### src/rtl/multdiv_issue_ctrl.sv
// Purpose : execute-stage issue controller for the iterative multiply/divide unit.
// Latency : start at cycle 0, launch pulse at 1, busy from 2; result-ready at N gives writeback at N+1.
// Backpres: holds the upstream pipeline via stall from request acceptance until the writeback cycle.
//
// Ports:
//   clock, reset        rising-edge clock, synchronous active-high reset
//   start_mult/div      request strobes (multiply wins if both are high)
//   in_a, in_b, in_rd   operands and destination register, latched on acceptance
//   flush               kills an operation in LAUNCH/BUSY; also blocks a same-cycle start
//   md_resultRDY, md_result, md_exception   completion handshake from the unit
//   ctrl_MULT/ctrl_DIV  one-cycle launch pulses; counter_clear clears the unit counter
//   op_a, op_b          latched operands, held until the next accepted start
//   stall               combinational freeze for the upstream pipeline
//   wb_valid/we/rd/data single-cycle writeback, redirected to STATUS_REG on exception
//   timeout_err         sticky watchdog error
//
// Build option: define MD_TIMEOUT_EN to add a BUSY watchdog of TIMEOUT_CYCLES cycles.
// Without it the controller waits for the unit indefinitely and timeout_err is 0.

module multdiv_issue_ctrl #(
    parameter logic [31:0] EXC_MULT_CODE  = 32'd4,
    parameter logic [31:0] EXC_DIV_CODE   = 32'd5,
    parameter logic [4:0]  STATUS_REG     = 5'd30,
    parameter int unsigned TIMEOUT_CYCLES = 40
) (
    input  logic        clock,
    input  logic        reset,
    input  logic        start_mult,
    input  logic        start_div,
    input  logic [31:0] in_a,
    input  logic [31:0] in_b,
    input  logic [4:0]  in_rd,
    input  logic        flush,
    input  logic        md_resultRDY,
    input  logic [31:0] md_result,
    input  logic        md_exception,
    output logic        ctrl_MULT,
    output logic        ctrl_DIV,
    output logic        counter_clear,
    output logic [31:0] op_a,
    output logic [31:0] op_b,
    output logic        stall,
    output logic        wb_valid,
    output logic        wb_we,
    output logic [4:0]  wb_rd,
    output logic [31:0] wb_data,
    output logic        timeout_err
);

    typedef enum logic [1:0] {
        ST_IDLE   = 2'd0,
        ST_LAUNCH = 2'd1,
        ST_BUSY   = 2'd2,
        ST_DONE   = 2'd3
    } state_t;

    state_t      r_state;
    state_t      w_state_nxt;

    logic [31:0] r_op_a;
    logic [31:0] r_op_b;
    logic [4:0]  r_rd;
    logic        r_is_div;
    logic [31:0] r_result;
    logic        r_exc;

    logic        w_start;
    logic        w_accept;
    logic        w_capture;
    logic        w_expire;

    logic        w_ctrl_mult;
    logic        w_ctrl_div;
    logic        w_clear;
    logic        w_stall;
    logic        w_wb_valid;
    logic        w_wb_we;
    logic [4:0]  w_wb_rd;
    logic [31:0] w_wb_data;
    logic        w_timeout_err;

    assign w_start = start_mult | start_div;

    // A new request is taken in IDLE, or in DONE so a dependent op can issue
    // back-to-back with the writeback. flush kills the requesting instruction.
    assign w_accept = ((r_state == ST_IDLE) || (r_state == ST_DONE)) && w_start && !flush;

    // Result capture only while BUSY; a flush in the same cycle discards it.
    assign w_capture = (r_state == ST_BUSY) && md_resultRDY && !flush;

`ifdef MD_TIMEOUT_EN
    localparam logic [5:0] LP_WDOG_LAST = 6'(TIMEOUT_CYCLES - 1);

    logic [5:0] r_wdog;
    logic       r_timeout_err;

    // r_wdog counts completed BUSY cycles, so the current BUSY cycle is number
    // r_wdog+1. Expiry fires on the TIMEOUT_CYCLES-th BUSY cycle, unless the
    // unit answers in that same cycle (normal result wins) or it is flushed.
    assign w_expire = (r_state == ST_BUSY) && !md_resultRDY && !flush &&
                      (r_wdog == LP_WDOG_LAST);

    always_ff @(posedge clock) begin
        if (reset) begin
            r_wdog <= '0;
        end else if (r_state == ST_LAUNCH) begin
            r_wdog <= '0;
        end else if (r_state == ST_BUSY) begin
            r_wdog <= r_wdog + 6'd1;
        end
    end

    always_ff @(posedge clock) begin
        if (reset) begin
            r_timeout_err <= 1'b0;
        end else if (w_expire) begin
            r_timeout_err <= 1'b1;
        end
    end

    assign w_timeout_err = r_timeout_err;
`else
    logic w_unused_timeout;

    assign w_unused_timeout = (TIMEOUT_CYCLES != 0);
    assign w_expire         = 1'b0;
    assign w_timeout_err    = 1'b0;
`endif

    // ------------------------------------------------------------------
    // State register
    // ------------------------------------------------------------------
    always_ff @(posedge clock) begin
        if (reset) begin
            r_state <= ST_IDLE;
        end else begin
            r_state <= w_state_nxt;
        end
    end

    // ------------------------------------------------------------------
    // Request latch and result capture
    // ------------------------------------------------------------------
    always_ff @(posedge clock) begin
        if (reset) begin
            r_op_a   <= '0;
            r_op_b   <= '0;
            r_rd     <= '0;
            r_is_div <= 1'b0;
        end else if (w_accept) begin
            r_op_a   <= in_a;
            r_op_b   <= in_b;
            r_rd     <= in_rd;
            // multiply has priority when both strobes are high
            r_is_div <= start_div & ~start_mult;
        end
    end

    always_ff @(posedge clock) begin
        if (reset) begin
            r_result <= '0;
            r_exc    <= 1'b0;
        end else if (w_capture) begin
            r_result <= md_result;
            r_exc    <= md_exception;
        end else if (w_expire) begin
            r_result <= '0;
            r_exc    <= 1'b1;
        end
    end

    // ------------------------------------------------------------------
    // Next state and outputs
    // ------------------------------------------------------------------
    always_comb begin
        w_state_nxt = r_state;
        w_ctrl_mult = 1'b0;
        w_ctrl_div  = 1'b0;
        w_clear     = 1'b0;
        w_stall     = 1'b0;
        w_wb_valid  = 1'b0;
        w_wb_we     = 1'b0;
        w_wb_rd     = '0;
        w_wb_data   = '0;

        case (r_state)
            ST_IDLE: begin
                // stall raised in the request cycle itself so the requesting
                // instruction stays in execute while the unit works
                w_stall = w_start;
                if (w_accept) begin
                    w_state_nxt = ST_LAUNCH;
                end
            end

            ST_LAUNCH: begin
                w_ctrl_mult = ~r_is_div;
                w_ctrl_div  = r_is_div;
                w_clear     = 1'b1;
                w_stall     = 1'b1;
                // md_resultRDY may still reflect the previous op here; ignore it
                w_state_nxt = flush ? ST_IDLE : ST_BUSY;
            end

            ST_BUSY: begin
                w_stall = 1'b1;
                if (flush) begin
                    w_state_nxt = ST_IDLE;
                end else if (md_resultRDY || w_expire) begin
                    w_state_nxt = ST_DONE;
                end
            end

            ST_DONE: begin
                w_wb_valid = 1'b1;
                if (r_exc) begin
                    w_wb_we   = 1'b1;
                    w_wb_rd   = STATUS_REG;
                    w_wb_data = r_is_div ? EXC_DIV_CODE : EXC_MULT_CODE;
                end else begin
                    w_wb_we   = (r_rd != 5'd0);
                    w_wb_rd   = r_rd;
                    w_wb_data = r_result;
                end
                w_state_nxt = w_accept ? ST_LAUNCH : ST_IDLE;
            end

            default: begin
                w_state_nxt = ST_IDLE;
            end
        endcase

        // While reset is held everything is quiet except the counter clear,
        // which keeps the unit's counter parked; a pending writeback is dropped.
        if (reset) begin
            w_state_nxt = ST_IDLE;
            w_ctrl_mult = 1'b0;
            w_ctrl_div  = 1'b0;
            w_clear     = 1'b1;
            w_stall     = 1'b0;
            w_wb_valid  = 1'b0;
            w_wb_we     = 1'b0;
            w_wb_rd     = '0;
            w_wb_data   = '0;
        end
    end

    assign ctrl_MULT     = w_ctrl_mult;
    assign ctrl_DIV      = w_ctrl_div;
    assign counter_clear = w_clear;
    assign stall         = w_stall;
    assign wb_valid      = w_wb_valid;
    assign wb_we         = w_wb_we;
    assign wb_rd         = w_wb_rd;
    assign wb_data       = w_wb_data;
    assign op_a          = r_op_a;
    assign op_b          = r_op_b;
    assign timeout_err   = w_timeout_err;

endmodule

### config.mk
export PLATFORM = sky130hd
export DESIGN_NAME = multdiv_issue_ctrl
export DESIGN_NICKNAME = d
export VERILOG_FILES = /design/src/rtl/multdiv_issue_ctrl.sv
export SDC_FILE = /design/constraint.sdc
export NUM_CORES = 1
export LEC_CHECK = 0
export ABC_CLOCK_PERIOD_IN_PS = 1600
export CORE_ASPECT_RATIO = 1.5
export CORE_MARGIN = 5
export CORE_UTILIZATION = 36
export DETAILED_ROUTE_END_ITERATION = 10
export PLACE_DENSITY = 0.77
export SLEW_MARGIN = 20
export SYNTH_ARGS = -nofsm -noshare
export SYNTH_HDL_FRONTEND = slang
export SYNTH_SLANG_ARGS = --single-unit
### constraint.sdc
create_clock -name clock -period 1.6 [get_ports clock]
set_input_delay 0.32 -clock clock [delete_from_list [all_inputs] [get_ports clock]]
set_output_delay 0.32 -clock clock [all_outputs]
set_load 0.01 [all_outputs]
==> metrics <==
status finished with violations; failing checks setup timing; Syn-to-layout area delta 115%; CP required 1.28 ns; row count 48; Max Clk Rate 533 MHz; Via density 5.10; startpoint class of the critical path register; Ports 216; Critical Path Sink wb_data[3]; Final Wtd Congestion 0.811; Iteration-0 DRC Markers 193; layout cells sized above 1 0.508; CTS tree built; Skew-Pair Late Insertion Delay 0.34 ns; Mapped Cells 534; CP startpoint r_state[0]; RR Endpoint op_b[14]; die footprint 13900 um2; antenna violations before repair 0; CTS sink count 105; commonest non-fill, non-tap cell in the layout clkdlybuf4s50_1; CTS Buffer Depth 2; worst setup margin -0.277 ns; worst-margin pin slew 0.652 ns; PwrDens 857 nW/um2; nets 900; worst hold path type primary input to register; top post-synthesis cells by area dfxtp_1 (50%), nand2_1 (17%), a21oi_1 (11%); R2R cell count 11; CTS Buf Count 9; RSZ-0062 raised after global routing yes; HPWL after DPL 9930 um; die width 98.1 um; Netlist Area Pre-Place 4190 um2; CTS clk-pin slew, worst paths 0.07 ns; syn avg cell area 7.85 um2; die height 142 um; diode count 0; total power 7.72 mW; GRT overflow 0; drt drc 0; I/O Buffers 214; Setup CP Type register to primary output; Final period util 1.17; crit path DAT 1.56 ns; Final min period 1.88 ns; first-pass GRT wire length 25800 um; largest net degree at the start of global routing 43; synth unique cells 31; Critical R2R Launch r_state[0]; Hold Fails Final Rpt 0; maximum fanout along the worst path 16; Fin Clk Skew 0.00980 ns; GR Util All Layers 0.234; First-pass DRT Iterations 5; Max VDD drop 0.000917 V; initial core utilization 0.365; Final setup viols 138; Max Cap Violations 0; Mapped Nets 648; Final Max Slew Viols 0; clock root cell clkbuf_16; Slew headroom 0.565; Util after Layout 0.786; Min Hold Slack 0.357 ns; wire length per cell 20.5 um; CP Capture Type primary output; worst reg-to-reg setup slack -0.24 ns; top-area cell type share of the netlist area 0.501; Setup TNS Final -21.19 ns; register bit total from synthesis 105; Seq/Total Area, Yosys 0.501; commonest non-fill, non-tap cells in the layout clkdlybuf4s50_1 (132), dfxtp_1 (103), nand2_4 (102); cell taking the most area after synthesis dfxtp_1; antenna-violating nets left 0; Via Count 4795; synth warn 0; WL final 19300 um; H-tree Lvls 3; core box area 11500 um2; vias in the first global route 4945; Static Leak 4.20 nW
cells in the mapped netlist (all sizes together):
library cell	number
a21o	1
a21oi	106
o21ai	1
ha	6
nor3b	1
a211oi	1
nand2	206
nor3	4
nor2	14
dfxtp	105
clkbuf	16
mux2i	2
nor4	2
a2111oi	1
conb	1
and3b	1
buf	24
nor2b	1
inv	3
or2	2
and2	33
nand2b	3
where the power goes:
part	internal, mW	total, mW	switching, mW
Clock	1.44	2.47	1.03
Combinational	1.27	2.34	1.06
Sequential	2.77	2.92	0.147
Total	5.48	7.72	2.24
layout make-up:
type                    count  area, um2
repair buffers            279       3120
multi-input cells         388       3250
fillers                   662       2460
inverters                   3       16.3
clock inverters             6       95.1
flip-flops and latches    105       2110
well taps                 150        188
clock buffers              10        239
through the flow:
stage	worst slack (ns)	area (um2)	cells
floorplan	0.0173	4200	534
global placement	-0.528	6610	882
detailed placement	-0.533	6610	882
CTS	-0.291	7920	947
global route	-0.331	9010	941
finish	-0.277	9010	941
critical path: stages, from the launching register on:
cell and delay (ns):
dfxtp_4 0.39, ha_4 0.16, nand2b_4 0.06, nor2_4 0.13
buf_8 0.17, and2_1 0.15, buf_2 0.14
what timing repair did:
action | 4_1_cts | 5_1_grt
resized for setup | 258 | 383
pin swaps | 15 | 190
endpoints found under the setup margin | 147 | 166
cloned | 24 | 4
hold buffers | 0 | 0
setup buffers | 28 | 15
registers in the layout, indices dropped and copies added (netlist names):
| register | cells |
|---|---|
| op_b | 32 |
| r_state | 2 |
| r_result | 32 |
| r_exc | 1 |
| r_rd | 5 |
| op_a | 32 |
| r_is_div | 1 |
worst min path at each step:
stage                       from            to  slack, ns  depth (start not counted)
floorplan             start_mult      r_is_div       0.42                          1
global placement    r_result[23]  r_result[23]       0.44                          2
detailed placement  r_result[13]  r_result[13]       0.44                          2
CTS                        reset      r_is_div       0.33                          3
global route               reset      r_is_div       0.36                          3
finish                     reset      r_is_div       0.36                          3
per-layer routing:
| metal | vias up | wire [um] | share of wire | GRT usage |
|---|---|---|---|---|
| met5 | - | 0 | 0 | 0 |
| met4 | 0 | 908 | 0.047 | 0.114 |
| met3 | 53 | 1320 | 0.068 | 0.0711 |
| met2 | 212 | 10300 | 0.53 | 0.431 |
| met1 | 2319 | 6780 | 0.35 | 0.238 |
| li1 | 2211 | - | - | - |
cells by family after synthesis:
family | after synthesis | share of synthesized area
fa+ha+maj | 6 | 0.0179
buf+inv | 43 | 0.0534
compound gates | 110 | 0.144
mux | 2 | 0.00478
flops | 105 | 0.501
simple gates | 267 | 0.278
other cells | 1 | 0.000895
Note: power is estimated with default switching activity, not from simulation.
